===== config.mk =====
export PLATFORM = sky130hd
export DESIGN_NAME = calc_rpn_seq_flat
export DESIGN_NICKNAME = d
export VERILOG_FILES = /design/src/rtl/calc_rpn_seq_pkg.sv /design/src/rtl/calc_rpn_seq_if.sv /design/src/rtl/calc_rpn_seq_stack.sv /design/src/rtl/calc_rpn_seq.sv /design/src/flat_wrapper.sv
export SDC_FILE = /design/constraint.sdc
export NUM_CORES = 1
export LEC_CHECK = 0
export CAP_MARGIN = 40
export CELL_PAD_IN_SITES_DETAIL_PLACEMENT = 1
export CELL_PAD_IN_SITES_GLOBAL_PLACEMENT = 1
export CORE_ASPECT_RATIO = 0.6
export CORE_UTILIZATION = 40
export DETAILED_ROUTE_END_ITERATION = 12
export HOLD_SLACK_MARGIN = 0.08
export MAX_ROUTING_LAYER = met4
export PLACE_DENSITY = 0.74
export RECOVER_POWER = 100
export SYNTH_ARGS = -nofsm -noshare
export SYNTH_HDL_FRONTEND = slang
export SYNTH_SLANG_ARGS = --single-unit

===== constraint.sdc =====
create_clock -name Sysclk -period 13.2 [get_ports Sysclk]
set_input_delay 1.32 -clock Sysclk [delete_from_list [all_inputs] [get_ports Sysclk]]
set_output_delay 1.32 -clock Sysclk [all_outputs]
set_load 0.02 [all_outputs]

===== src/rtl/calc_rpn_seq_pkg.sv =====
// Shared definitions for the RPN calculator: character codes, fault codes,
// FSM states and stack operation encodings.
package calc_rpn_seq_pkg;

  localparam logic [7:0] CH_0   = 8'h30;
  localparam logic [7:0] CH_9   = 8'h39;
  localparam logic [7:0] CH_SP  = 8'h20;
  localparam logic [7:0] CH_ADD = 8'h2B;
  localparam logic [7:0] CH_SUB = 8'h2D;
  localparam logic [7:0] CH_MUL = 8'h2A;
  localparam logic [7:0] CH_EQ  = 8'h3D;

  typedef enum logic [2:0] {
    FLT_NONE    = 3'd0,
    FLT_ILLEGAL = 3'd1,
    FLT_UNDER   = 3'd2,
    FLT_OVER    = 3'd3,
    FLT_NOEQ    = 3'd4,
    FLT_DEPTH   = 3'd5
  } fault_e;

  typedef enum logic [1:0] {
    S_IDLE  = 2'd0,
    S_PRIME = 2'd1,
    S_RUN   = 2'd2,
    S_DONE  = 2'd3
  } state_e;

  typedef enum logic [1:0] {
    STK_NONE      = 2'd0,
    STK_PUSH      = 2'd1,
    STK_POP1_PUSH = 2'd2,
    STK_POP2_PUSH = 2'd3
  } stk_op_e;

  function automatic logic is_digit(input logic [7:0] ch);
    return (ch >= CH_0) && (ch <= CH_9);
  endfunction

  function automatic logic is_op(input logic [7:0] ch);
    return (ch == CH_ADD) || (ch == CH_SUB) || (ch == CH_MUL);
  endfunction

endpackage


===== src/rtl/calc_rpn_seq_if.sv =====
// Host/ROM side bus of the RPN calculator; master = host + ROM, slave = calculator.
interface calc_rpn_seq_if #(
  parameter int DATA_W = 16,
  parameter int ADDR_W = 6
);
  logic              St;
  logic [7:0]        Instr;
  logic [ADDR_W-1:0] Instr_Addr;
  logic              Busy;
  logic              Finish;
  logic [DATA_W-1:0] Result;
  logic              Fault;
  logic [2:0]        Fault_Code;

  modport master (
    output St, Instr,
    input  Instr_Addr, Busy, Finish, Result, Fault, Fault_Code
  );

  modport slave (
    input  St, Instr,
    output Instr_Addr, Busy, Finish, Result, Fault, Fault_Code
  );
endinterface


===== src/rtl/calc_rpn_seq_stack.sv =====
// Register-array operand LIFO with single-cycle push / pop1+push / pop2+push.
module calc_rpn_seq_stack
  import calc_rpn_seq_pkg::*;
#(
  parameter int DATA_W      = 16,
  parameter int STACK_DEPTH = 8
) (
  input  logic                               clk,
  input  logic                               rst,
  input  logic                               clr,
  input  stk_op_e                            op,
  input  logic signed [DATA_W-1:0]           wdata,
  output logic signed [DATA_W-1:0]           top,
  output logic signed [DATA_W-1:0]           next,
  output logic [$clog2(STACK_DEPTH+1)-1:0]   depth,
  output logic                               full,
  output logic                               empty
);
  localparam int CNT_W = $clog2(STACK_DEPTH + 1);
  localparam int PTR_W = $clog2(STACK_DEPTH);

  logic signed [DATA_W-1:0] mem_q [2**PTR_W];
  logic [CNT_W-1:0]         depth_q;
  logic [PTR_W-1:0]         push_idx, top_idx, next_idx;

  assign push_idx = PTR_W'(depth_q);
  assign top_idx  = PTR_W'(depth_q - CNT_W'(1));
  assign next_idx = PTR_W'(depth_q - CNT_W'(2));

  assign top   = mem_q[top_idx];
  assign next  = mem_q[next_idx];
  assign depth = depth_q;
  assign full  = (depth_q == CNT_W'(STACK_DEPTH));
  assign empty = (depth_q == '0);

  always_ff @(posedge clk) begin
    if (rst || clr) begin
      depth_q <= '0;
    end else begin
      case (op)
        STK_PUSH:      depth_q <= depth_q + CNT_W'(1);
        STK_POP2_PUSH: depth_q <= depth_q - CNT_W'(1);
        default:       ;
      endcase
    end
  end

  // Entries are only ever read below the pointer, so the array needs no reset.
  always_ff @(posedge clk) begin
    case (op)
      STK_PUSH:      mem_q[push_idx] <= wdata;
      STK_POP1_PUSH: mem_q[top_idx]  <= wdata;
      STK_POP2_PUSH: mem_q[next_idx] <= wdata;
      default:       ;
    endcase
  end

endmodule


===== src/rtl/calc_rpn_seq.sv =====
// Streaming RPN calculator: fetches one ASCII character per clock from a
// synchronous ROM, tokenises it and evaluates it on the operand stack.
module calc_rpn_seq
  import calc_rpn_seq_pkg::*;
#(
  parameter int DATA_W      = 16,
  parameter int ADDR_W      = 6,
  parameter int STACK_DEPTH = 8,
  parameter int MAX_LEN     = 64
) (
  input  logic           Sysclk,
  input  logic           Rst,
  calc_rpn_seq_if.slave  bus
);
  localparam int              CNT_W    = $clog2(STACK_DEPTH + 1);
  localparam logic [ADDR_W-1:0] LAST_IDX = ADDR_W'(MAX_LEN - 1);

  state_e                   state_q, state_n;
  logic [ADDR_W-1:0]        addr_q, cnt_q;
  logic [DATA_W-1:0]        acc_q, acc_n;
  logic                     pend_q, pend_n;
  logic [DATA_W-1:0]        result_q, result_n;
  fault_e                   code_q, code_n;

  stk_op_e                  stk_op;
  logic                     stk_clr;
  logic signed [DATA_W-1:0] stk_wdata, stk_top, stk_next;
  logic [CNT_W-1:0]         stk_depth;
  logic                     stk_full, stk_empty;
  logic [CNT_W:0]           avail;

  function automatic logic signed [DATA_W-1:0] alu_wrap(
    input logic [7:0]               opc,
    input logic signed [DATA_W-1:0] a,
    input logic signed [DATA_W-1:0] b
  );
    case (opc)
      CH_ADD:  return a + b;
      CH_SUB:  return a - b;
      default: return a * b;
    endcase
  endfunction

  function automatic logic [DATA_W-1:0] acc_shift(
    input logic [DATA_W-1:0] acc,
    input logic [7:0]        ch
  );
    logic [7:0] d;
    d = ch - CH_0;
    return acc * DATA_W'(10) + DATA_W'(d);
  endfunction

  calc_rpn_seq_stack #(
    .DATA_W      (DATA_W),
    .STACK_DEPTH (STACK_DEPTH)
  ) u_stack (
    .clk   (Sysclk),
    .rst   (Rst),
    .clr   (stk_clr),
    .op    (stk_op),
    .wdata (stk_wdata),
    .top   (stk_top),
    .next  (stk_next),
    .depth (stk_depth),
    .full  (stk_full),
    .empty (stk_empty)
  );

  // A pending (unpushed) number counts as an operand for the operators.
  assign avail = {1'b0, stk_depth} + {{CNT_W{1'b0}}, pend_q};

  always_comb begin
    state_n   = state_q;
    stk_op    = STK_NONE;
    stk_clr   = 1'b0;
    stk_wdata = acc_q;
    acc_n     = acc_q;
    pend_n    = pend_q;
    result_n  = result_q;
    code_n    = code_q;
    case (state_q)
      S_IDLE: begin
        if (bus.St) begin
          state_n  = S_PRIME;
          stk_clr  = 1'b1;
          acc_n    = '0;
          pend_n   = 1'b0;
          result_n = '0;
          code_n   = FLT_NONE;
        end
      end
      S_PRIME: state_n = S_RUN;
      S_RUN: begin
        if (is_digit(bus.Instr)) begin
          acc_n  = acc_shift(acc_q, bus.Instr);
          pend_n = 1'b1;
        end else if (bus.Instr == CH_SP) begin
          if (pend_q) begin
            if (stk_full) code_n = FLT_OVER;
            else          stk_op = STK_PUSH;
          end
          acc_n  = '0;
          pend_n = 1'b0;
        end else if (is_op(bus.Instr)) begin
          if (avail < (CNT_W+1)'(2)) begin
            code_n = FLT_UNDER;
          end else if (pend_q) begin
            stk_op    = STK_POP1_PUSH;
            stk_wdata = alu_wrap(bus.Instr, stk_top, acc_q);
          end else begin
            stk_op    = STK_POP2_PUSH;
            stk_wdata = alu_wrap(bus.Instr, stk_next, stk_top);
          end
          acc_n  = '0;
          pend_n = 1'b0;
        end else if (bus.Instr == CH_EQ) begin
          state_n = S_DONE;
          if (pend_q) begin
            if (stk_full)        code_n   = FLT_OVER;
            else if (!stk_empty) code_n   = FLT_DEPTH;
            else                 result_n = acc_q;
          end else if (stk_depth != CNT_W'(1)) begin
            code_n = FLT_DEPTH;
          end else begin
            result_n = stk_top;
          end
        end else begin
          code_n = FLT_ILLEGAL;
        end

        if (code_n != FLT_NONE) begin
          state_n  = S_DONE;
          stk_op   = STK_NONE;
          result_n = '0;
        end else if (state_n == S_RUN && cnt_q == LAST_IDX) begin
          state_n  = S_DONE;
          stk_op   = STK_NONE;
          code_n   = FLT_NOEQ;
          result_n = '0;
        end
      end
      S_DONE: state_n = S_IDLE;
    endcase
  end

  // State, fetch counters, accumulator and held outputs
  always_ff @(posedge Sysclk) begin
    if (Rst) begin
      state_q  <= S_IDLE;
      addr_q   <= '0;
      cnt_q    <= '0;
      acc_q    <= '0;
      pend_q   <= 1'b0;
      result_q <= '0;
      code_q   <= FLT_NONE;
    end else begin
      state_q  <= state_n;
      acc_q    <= acc_n;
      pend_q   <= pend_n;
      result_q <= result_n;
      code_q   <= code_n;
      if (state_q == S_IDLE && bus.St) begin
        addr_q <= '0;
        cnt_q  <= '0;
      end else if (state_q == S_PRIME) begin
        addr_q <= ADDR_W'(1);
      end else if (state_q == S_RUN && state_n == S_RUN) begin
        cnt_q <= cnt_q + ADDR_W'(1);
        // The last character lives at MAX_LEN-1; never fetch past it.
        if (addr_q != LAST_IDX) addr_q <= addr_q + ADDR_W'(1);
      end
    end
  end

  assign bus.Instr_Addr = addr_q;
  assign bus.Busy       = (state_q == S_PRIME) || (state_q == S_RUN);
  assign bus.Finish     = (state_q == S_DONE);
  assign bus.Result     = result_q;
  assign bus.Fault      = (code_q != FLT_NONE);
  assign bus.Fault_Code = code_q;

endmodule


===== src/flat_wrapper.sv =====
// flat-port wrapper written by rule: the top's interface ports become plain ports
module calc_rpn_seq_flat import calc_rpn_seq_pkg::*;
#(
  parameter int DATA_W      = 16,
  parameter int ADDR_W      = 6,
  parameter int STACK_DEPTH = 8,
  parameter int MAX_LEN     = 64
)
  (Sysclk, Rst, bus_St, bus_Instr, bus_Instr_Addr, bus_Busy, bus_Finish, bus_Result, bus_Fault, bus_Fault_Code);
  calc_rpn_seq_if #(.DATA_W(DATA_W), .ADDR_W(ADDR_W)) bus_i ();
  input  logic Sysclk;
  input  logic Rst;
  input wire logic [$bits(bus_i.St)-1:0] bus_St;
  input wire logic [$bits(bus_i.Instr)-1:0] bus_Instr;
  output wire logic [$bits(bus_i.Instr_Addr)-1:0] bus_Instr_Addr;
  output wire logic [$bits(bus_i.Busy)-1:0] bus_Busy;
  output wire logic [$bits(bus_i.Finish)-1:0] bus_Finish;
  output wire logic [$bits(bus_i.Result)-1:0] bus_Result;
  output wire logic [$bits(bus_i.Fault)-1:0] bus_Fault;
  output wire logic [$bits(bus_i.Fault_Code)-1:0] bus_Fault_Code;
  assign bus_i.St = bus_St;
  assign bus_i.Instr = bus_Instr;
  assign bus_Instr_Addr = bus_i.Instr_Addr;
  assign bus_Busy = bus_i.Busy;
  assign bus_Finish = bus_i.Finish;
  assign bus_Result = bus_i.Result;
  assign bus_Fault = bus_i.Fault;
  assign bus_Fault_Code = bus_i.Fault_Code;
  calc_rpn_seq #(.DATA_W(DATA_W), .ADDR_W(ADDR_W), .STACK_DEPTH(STACK_DEPTH), .MAX_LEN(MAX_LEN)) u_core (.Sysclk(Sysclk), .Rst(Rst), .bus(bus_i));
endmodule

==> results of run 1 <==
[synthesized netlist by cell type (33+ instances only)]
master    number
inv_1        314
nor2_1       209
ha_1         201
nand2_1      201
fa_1         162
xnor2_1      131
edfxtp_1     128
a21oi_1      103
clkbuf_1      69
mux4_2        68
o21ai_0       58
dfxtp_1       54
and2_1        49
xor2_1        39
nor3_1        38
mux2i_1       33
nor2b_1       33
[metrics by stage]
step | hold slack, ns | total power (µW) | utilization, %
after floorplan | 0.471 | 751 | -
after global placement | 0.472 | 796 | 42.7
after detailed placement | 0.483 | 802 | 43.0
after CTS | 0.500 | 1340 | 44.2
after global routing | 0.529 | 1370 | 44.0
final | 0.492 | 1320 | 44.0
[final cells by class]
cell class,count,area [µm²],share of cell area [%]
Multi-Input combinational cell,1559,14000,62.5
Sequential cell,182,4930,22.0
Inverter,320,1200,5.36
Tap cell,693,867,3.87
Timing Repair Buffer,101,823,3.67
Clock buffer,18,429,1.91
Clock inverter,12,165,0.736
Antenna cell,1,2.50,0.0112
[flip-flops by register name (all words and copies together), names as in the netlist]
signal                 flops
u_core.pend_q              1
u_core.state_q             2
u_core.acc_q              16
u_core.cnt_q               6
u_core.bus.Instr_Addr      6
u_core.bus.Fault_Code      3
u_core.u_stack.mem_q     128
u_core.bus.Result         16
u_core.u_stack.depth       4
[worst max-delay path by stage]
stage	startpoint	end	cells past startpoint
4_1_cts	u_core.u_stack.depth[1]	u_core.u_stack.mem_q[0][13]	26
6_report	u_core.u_stack.depth[1]	u_core.u_stack.mem_q[0][13]	26
5_1_grt	u_core.u_stack.depth[1]	u_core.u_stack.mem_q[0][13]	26
2_1_floorplan	u_core.u_stack.depth[0]	u_core.u_stack.mem_q[0][13]	35
3_5_place_dp	u_core.u_stack.depth[1]	u_core.u_stack.mem_q[0][13]	26
3_3_place_gp	u_core.u_stack.depth[1]	u_core.u_stack.mem_q[2][13]	25
[kinds of logic after synthesis]
kind of cell | share of synthesized area [%]
flops | 23.8
compound gates | 8.72
fa+ha+maj | 27.8
buf+inv | 8.43
xor+xnor | 7.43
simple gates | 13.9
mux | 9.96
[power by group]
group	total (µW)	switching [µW]	internal [µW]	leakage (µW)
Clock	538	238	300	0.000293
Sequential	615	6.92	608	0.00154
Combinational	167	118	49.9	0.00763
[critical path, delay by kind of cell (launching register included)]
kind                     cells  cell delay, ns
AO/OA/AOI/OAI                5            1.78
adder cells (fa/ha/maj)      8            3.64
buffers and inverters        8            3.01
AND/OR/NAND/NOR              2            0.57
multiplexers                 2            1.12
flip-flops                   1            0.31
XOR/XNOR                     1            0.37
[per-layer routing]
layer / track usage (%) / vias to the layer above
li1: - / 7242
met1: 39.3 / 8342
met5: - / -
met3: 5.53 / 71
met2: 39.7 / 608
met4: 5.70 / 0
==> metrics, run 1 <==
worst r2r src=u_core.u_stack.depth[1]; Bufs on Longest Clock Path=2; Final Instance Count excl. Fillers=2886; H-Tree Depth=4; P per Cell Area=58.9 nW/µm²; max incr delay on CP=1.70 ns; Seq/Total Area, Yosys=23.8%; Max FO, Critical Path=39; Yosys reg bits=182; grt ovf=0; slew margin rel.=-60.1%; reg-to-reg slack, setup=2.03 ns; Post-Syn Area=20700 µm²; yosys warns=0; Final setup viols=0; CTS root buf=clkbuf_16; first drt pass iteration count=5; share of post-route cells with drive strength above 1=7.89%; most frequent CP cell=fa_1; Metal-1 WL=31900 µm; Final Critical Period=11.17 ns; Area after DPL=21900 µm²; fillers=5870; Fin. Hold Viols=0; critical path arrival=11.30 ns; pre-CTS setup slack=3.52 ns; maximum vdd drop=0.0936 mV; Nets=2555; Total Die Area=52700 µm²; reg2reg path depth=26; Iter 0 DRT Violations=1365; Slowest cell on crit path=clkbuf_1; Hold WC Path Type=reg -> reg; most common cell after layout, fill and taps aside=inv_1; Die Ht=178 µm; final worst-path cycle share=84.6%; hold path cells=2; postcts setup bufs=0; Synth Instances=2167; synth top area cells=edfxtp_1, fa_1, ha_1; Post-Route WL=67400 µm; die width=296 µm; fin. max-slew vios=35; Hold Buf Count CTS=0; RR Endpoint=u_core.u_stack.mem_q[0][13]; CTS tree=yes; DRC=0; final setup margin=2.03 ns; post-DR vias/cell=5.64; vias in the first global route=17354; Yosys top cell area share=18.6%; count of different cell masters after synthesis=84; LEAKAGE=0.00947 µW; path type of the worst setup path=reg -> reg; Max Freq=89.5 MHz; Vias=16263; Hold EP=u_core.bus.Result[5]; CP required=13.33 ns; row count=64; clk slew on worst S/H paths=0.07 ns; Synth area leader=edfxtp_1; RePlAce Congestion=0.919; RSZ-0062 raised after global routing=false; WL met2=28400 µm; crit path launch type=register; # IOs=39; largest net degree at the start of global routing=60; antenna-violating nets left=0; commonest non-fill, non-tap cells in the layout=inv_1, nor2_1, nand2_1, ha_1, fa_1; Post-synth EDFFs=128; DR top layer=met4; initial antenna violation count=1; Final Cell Area=22400 µm²; Detail Placement HPWL=51300 µm; Core Area=51000 µm²; clock sinks=182; Synth async-reset ratio=0%; Worst-Margin Slew=2.40 ns; met3 WL=6040 µm; syn_area_per_cell=9.56 µm²; routed len/inst=23.3 µm; worst skew pair latency=0.45 ns; hold wc startpoint=u_core.bus.Result[5]; Synthesized Nets=2541; Synth-to-Final Area Change=8.31%; MaxCap Viol Count=1; Fin Clk Skew=0.0145 ns; status=finished, violations left; Tot GR Track Use=27.4%; Cells after DPL=2854; Num CTS Buffers=17; initial cell density of the core=40.6%; first-pass GRT wire length=105000 µm; Worst setup EP type=register; Setup TNS Final=0 ns; failing checks=capacitance limit, slew limit; Resized cells post-CTS=0; Post-synth top flop=edfxtp_1; PortBufs=38
No activity file was read; power rests on OpenSTA's default activity.
==> run 2, diff against run 1 <==
Clock period 13.2 ns to 10.5 ns, I/O delays scaled along.
==> metrics, run 2 (synthesis results as in run 1) <==
CP required=10.70 ns (was 13.33 ns); P per Cell Area=74.2 nW/µm² (was 58.9 nW/µm²); Final Critical Period=9.44 ns (was 11.17 ns); # IOs=39 (unchanged); Post-Route WL=69900 µm (was 67400 µm); PortBufs=38 (unchanged); commonest non-fill, non-tap cells in the layout=inv_1, nor2_1, nand2_1, ha_1, fa_1 (unchanged); grt ovf=0 (unchanged); RePlAce Congestion=1.03 (was 0.919); Max FO, Critical Path=9 (was 39); H-Tree Depth=4 (unchanged); Synth-to-Final Area Change=8.17% (was 8.31%); Num CTS Buffers=17 (unchanged); reg2reg path depth=25 (was 26); Max Freq=106 MHz (was 89.5 MHz); CTS tree=yes (unchanged); Iter 0 DRT Violations=1802 (was 1365); critical path startpoint=u_core.u_stack.depth[2] (was u_core.u_stack.depth[1]); Bufs on Longest Clock Path=2 (unchanged); maximum vdd drop=0.122 mV (was 0.0936 mV); first drt pass iteration count=7 (was 5); Resized cells post-CTS=0 (unchanged); MaxCap Viol Count=0 (was 1); Nets=2559 (was 2555); clock sinks=182 (unchanged); share of post-route cells with drive strength above 1=7.92% (was 7.89%); Worst-Margin Slew=1.40 ns (was 2.40 ns); Top reg by flops=u_core.u_stack.mem_q (unchanged); fillers=5882 (was 5870); antenna-violating nets left=0 (unchanged); Final Instance Count excl. Fillers=2892 (was 2886); DRC=0 (unchanged); Tot GR Track Use=28.3% (was 27.4%); Core Area=51000 µm² (unchanged); Setup TNS Final=0 ns (unchanged); largest net degree at the start of global routing=60 (unchanged); critical path arrival=9.64 ns (was 11.30 ns); CTS root buf=clkbuf_16 (unchanged); Vias=16573 (was 16263); Total Die Area=52700 µm² (unchanged); Worst setup EP type=register (unchanged); Fin. Hold Viols=0 (unchanged); slew margin rel.=6.35% (was -60.1%); worst skew pair latency=0.45 ns (about the same); postcts setup bufs=0 (unchanged); worst setup path endpoint=u_core.u_stack.mem_q[4][15] (was u_core.u_stack.mem_q[0][13]); Hold Buf Count CTS=0 (unchanged); vias in the first global route=17350 (was 17354); Final setup viols=0 (unchanged); die width=296 µm (unchanged); RR Endpoint=u_core.u_stack.mem_q[4][15] (was u_core.u_stack.mem_q[0][13]); routed len/inst=24.2 µm (was 23.3 µm); reg-to-reg slack, setup=1.06 ns (was 2.03 ns); path type of the worst setup path=reg -> reg (unchanged); initial antenna violation count=2 (was 1); max FFs per register=128 (unchanged); RSZ-0062 raised after global routing=false (unchanged); initial cell density of the core=40.6% (unchanged); Hold WC Path Type=reg -> reg (unchanged); first-pass GRT wire length=107000 µm (was 105000 µm); fin. max-slew vios=0 (was 35); most common cell after layout, fill and taps aside=inv_1 (unchanged); post-DR vias/cell=5.73 (was 5.64); clk slew on worst S/H paths=0.08 ns (was 0.07 ns); Detail Placement HPWL=53000 µm (was 51300 µm); status=finished, final reports clean (was finished, violations left); worst r2r src=u_core.u_stack.depth[2] (was u_core.u_stack.depth[1]); Die Ht=178 µm (unchanged); crit path launch type=register (unchanged); final worst-path cycle share=89.9% (was 84.6%); Cells after DPL=2859 (was 2854); row count=64 (unchanged); LEAKAGE=0.00946 µW (was 0.00947 µW); Fin Clk Skew=0.0146 ns (was 0.0145 ns)
[run 2: metrics by stage]
step                      instance area, µm²  total power, µW  setup WS (ns)  hold WS (ns)  util [%]
after floorplan                        20700              944           2.23         0.471         -
after global placement                 21800             1000           1.66         0.474      42.8
after detailed placement               21900             1010           2.03         0.480      43.0
after CTS                              22500             1680           1.97         0.501      44.2
after global routing                   22400             1720          0.914         0.527      43.9
final                                  22400             1660           1.06         0.492      43.9
[run 2: layer usage]
metal	wire length [µm]	global-route usage [%]	vias to the layer above
met1	33200	41.8	8578
met2	29300	40.5	674
met5	0	-	-
met4	918	5.09	0
met3	6480	4.96	66
li1	-	-	7255
[run 2: how the worst min path moves through the flow]
stage | from | end | slack [ns] | cells past startpoint
after floorplan | u_core.cnt_q[2] | u_core.cnt_q[2] | 0.47 | 2
after detailed placement | u_core.bus.Result[4] | u_core.bus.Result[4] | 0.48 | 2
after global placement | u_core.bus.Result[8] | u_core.bus.Result[8] | 0.47 | 2
after CTS | u_core.bus.Result[4] | u_core.bus.Result[4] | 0.50 | 2
after global routing | u_core.bus.Result[6] | u_core.bus.Result[6] | 0.53 | 2
final | u_core.bus.Result[6] | u_core.bus.Result[6] | 0.49 | 2
[run 2: area by class of cell]
cell class	count	area [µm²]	share of cell area, %
Timing Repair Buffer	105	805	3.59
Sequential cell	182	4930	22.0
Multi-Input combinational cell	1559	14000	62.5
Tap cell	693	867	3.87
Inverter	320	1200	5.36
Clock buffer	19	433	1.93
Antenna cell	1	2.50	0.0112
Clock inverter	13	165	0.737
[run 2: worst max-delay path, stage by stage (launching register included)]
cell and delay, ns:
dfxtp_1 0.59, inv_1 0.25, ha_1 0.71, clkbuf_1 0.70
mux2i_1 0.90, inv_1 0.21, nand2_1 0.24, fa_1 0.48
fa_1 0.55, inv_1 0.05, fa_1 0.42, fa_1 0.50
inv_1 0.06, fa_1 0.48, fa_1 0.39, xnor2_1 0.18
xnor2_1 0.15, xnor2_1 0.10, xnor2_1 0.38, xnor2_1 0.19
xnor2_1 0.27, xnor2_1 0.12, xnor2_1 0.40, o21ai_0 0.19
o311ai_0 0.22, clkbuf_1 0.42
[run 2: power breakdown]
group          leakage, µW  total (µW)  internal (µW)  switching, µW
sequential         0.00154         772            764           8.65
combinational      0.00763         214           62.6            152
clock             0.000289         675            360            315
==> RTL change, RTL diff (settings of run 2) <==
`DATA_W` is set to 16 in 4 places; all go to 24.
--- a/src/rtl/calc_rpn_seq_if.sv
+++ b/src/rtl/calc_rpn_seq_if.sv
@@ -1,5 +1,5 @@
 // Host/ROM side bus of the RPN calculator; master = host + ROM, slave = calculator.
 interface calc_rpn_seq_if #(
-  parameter int DATA_W = 16,
+  parameter int DATA_W = 24,
   parameter int ADDR_W = 6
 );
--- a/src/rtl/calc_rpn_seq_stack.sv
+++ b/src/rtl/calc_rpn_seq_stack.sv
@@ -3,5 +3,5 @@
   import calc_rpn_seq_pkg::*;
 #(
-  parameter int DATA_W      = 16,
+  parameter int DATA_W      = 24,
   parameter int STACK_DEPTH = 8
 ) (
--- a/src/rtl/calc_rpn_seq.sv
+++ b/src/rtl/calc_rpn_seq.sv
@@ -4,5 +4,5 @@
   import calc_rpn_seq_pkg::*;
 #(
-  parameter int DATA_W      = 16,
+  parameter int DATA_W      = 24,
   parameter int ADDR_W      = 6,
   parameter int STACK_DEPTH = 8,
--- a/src/flat_wrapper.sv
+++ b/src/flat_wrapper.sv
@@ -2,5 +2,5 @@
 module calc_rpn_seq_flat import calc_rpn_seq_pkg::*;
 #(
-  parameter int DATA_W      = 16,
+  parameter int DATA_W      = 24,
   parameter int ADDR_W      = 6,
   parameter int STACK_DEPTH = 8,
Ports: changed (resized bus_Result); port bits go from 39 to 47. The function was not compared with the original's and may differ.
==> RTL change against run 2 <==
- the run now ends with max-capacitance violations, max-slew violations left
- final area up 78%
- power grew 48%
- sequential power grew 44%
- sequential share of layout area fell by 4.0 points
- worst setup slack lost 0.74 ns
- die area is 75% higher
- sequential cell count is 80 higher
- routed wire length rose by 110%
- synthesized area grew 75%
==> RTL change: results (changes against run 2) <==
initial antenna violation count 10 (was 2); pin count of the biggest net entering global routing 108 (was 60); worst r2r path cells 29 (was 25); Cell Area, Placed 38,900 um^2 (was 21,900 um^2); failing checks max-capacitance violations, max-slew violations; max FFs per register 192 (was 128); R2R Path End u_core.u_stack.mem_q[7][21] (was u_core.u_stack.mem_q[4][15]); layout cells sized above 1 0.0900 (was 0.0792); status finished with violations (was complete, no violations); Critical Path AT 10.50 ns (was 9.64 ns); Hold Path Class reg2reg (unchanged); I/O Buffers 46 (was 38); peak supply drop 0.113 mV (was 0.122 mV); post-synthesis compound-gate area fraction 0.0797 (was 0.0872); Max-cap violations 10 (was 0); DR iter-0 viols 3,712 (was 1,802); critical path's slowest cell dfxtp_1 (was mux2i_1); clk_skew 0.0235 ns (was 0.0146 ns); Netlist cell types 91 (was 84); syn nets 4,561 (was 2,541); DR vias/cell 5.82 (was 5.73); routing usage on met3 0.0970 (was 0.0496); Slew headroom -0.603 (was 0.0635); DR WL met3 19.3 mm (was 6.48 mm); Crit path largest cell delay 0.81 ns (was 0.90 ns); hold_ws 0.479 ns (was 0.492 ns); drt first pass iters 6 (was 7); Leak Pwr 17.9 nW (was 9.46 nW); HPWL Detailed 113 mm (was 53.0 mm); gpl congestion 1.04 (was 1.03); XOR/XNOR share of the synthesized area 0.0643 (was 0.0743); hold endpoint u_core.bus.Result[7] (was u_core.bus.Result[6]); H-Tree Depth 1 (was 4); wire per inst 28.1 um (was 24.2 um); main flop type after synthesis edfxtp_1 (unchanged); hold_sp u_core.bus.Result[7] (was u_core.bus.Result[6]); max-slew violation count 265 (was 0); Crit Path Max Fanout 15 (was 9); Met2 Wirelength 57.6 mm (was 29.3 mm); Hold Path Depth 2 (unchanged); clk buf depth 3 (was 2); Nets 4,621 (was 2,559); post-synthesis sequential area ratio 0.197 (was 0.238); top post-synthesis cells by area fa_1, edfxtp_1, ha_1 (was edfxtp_1, fa_1, ha_1); M1 GR Usage 0.468 (was 0.418); Worst-path clk slew 0.06 ns (was 0.08 ns); number of flops mapped to enable cells by yosys 192 (was 128); Synth Area in Adders 0.344 (was 0.278); Commonest cells post-synth inv_1, fa_1, nor2_1, ha_1, nand2_1 (was inv_1, nor2_1, ha_1, nand2_1, fa_1); CTS buffer count 29 (was 17); Metal-1 WL 63.0 mm (was 33.2 mm); GRT met2 Usage 0.433 (was 0.405); first-pass GRT wire length 211 mm (was 107 mm); r2r setup slk 0.32 ns (was 1.06 ns); Clock Latency Late Sink 0.62 ns (was 0.45 ns); mux share of post-synthesis cell area 0.0851 (was 0.0996)
[RTL change: per-stage QoR]
stage / cells / setup slack, ns / power [mW]
finish: 5123 / 0.318 / 2.47
global placement: 5036 / 0.223 / 1.44
detailed placement: 5052 / 0.484 / 1.44
floorplan: 3807 / 1.06 / 1.34
CTS: 5104 / 0.437 / 2.48
global route: 5115 / 0.0536 / 2.54
[RTL change: layout make-up]
cell class	instances	area (um^2)
Fill cell	10300	50000
Multi-Input combinational cell	2711	25900
Sequential cell	262	7170
Inverter	651	2440
Timing Repair Buffer	212	1710
Tap cell	1218	1520
Clock buffer	38	811
Clock inverter	14	123
Antenna cell	17	42.5
[RTL change: report_power, final]
group / leakage, nW / internal, mW / switching (mW) / total (mW)
registers: 2.55 / 1.10 / 0.0117 / 1.11
logic: 14.9 / 0.0815 / 0.220 / 0.302
clock network: 0.454 / 0.572 / 0.480 / 1.05
[RTL change: what timing repair did]
item,CTS,global route
endpoints found under the setup margin,0,6
resized for setup,0,1
hold endpoints to repair,0,0
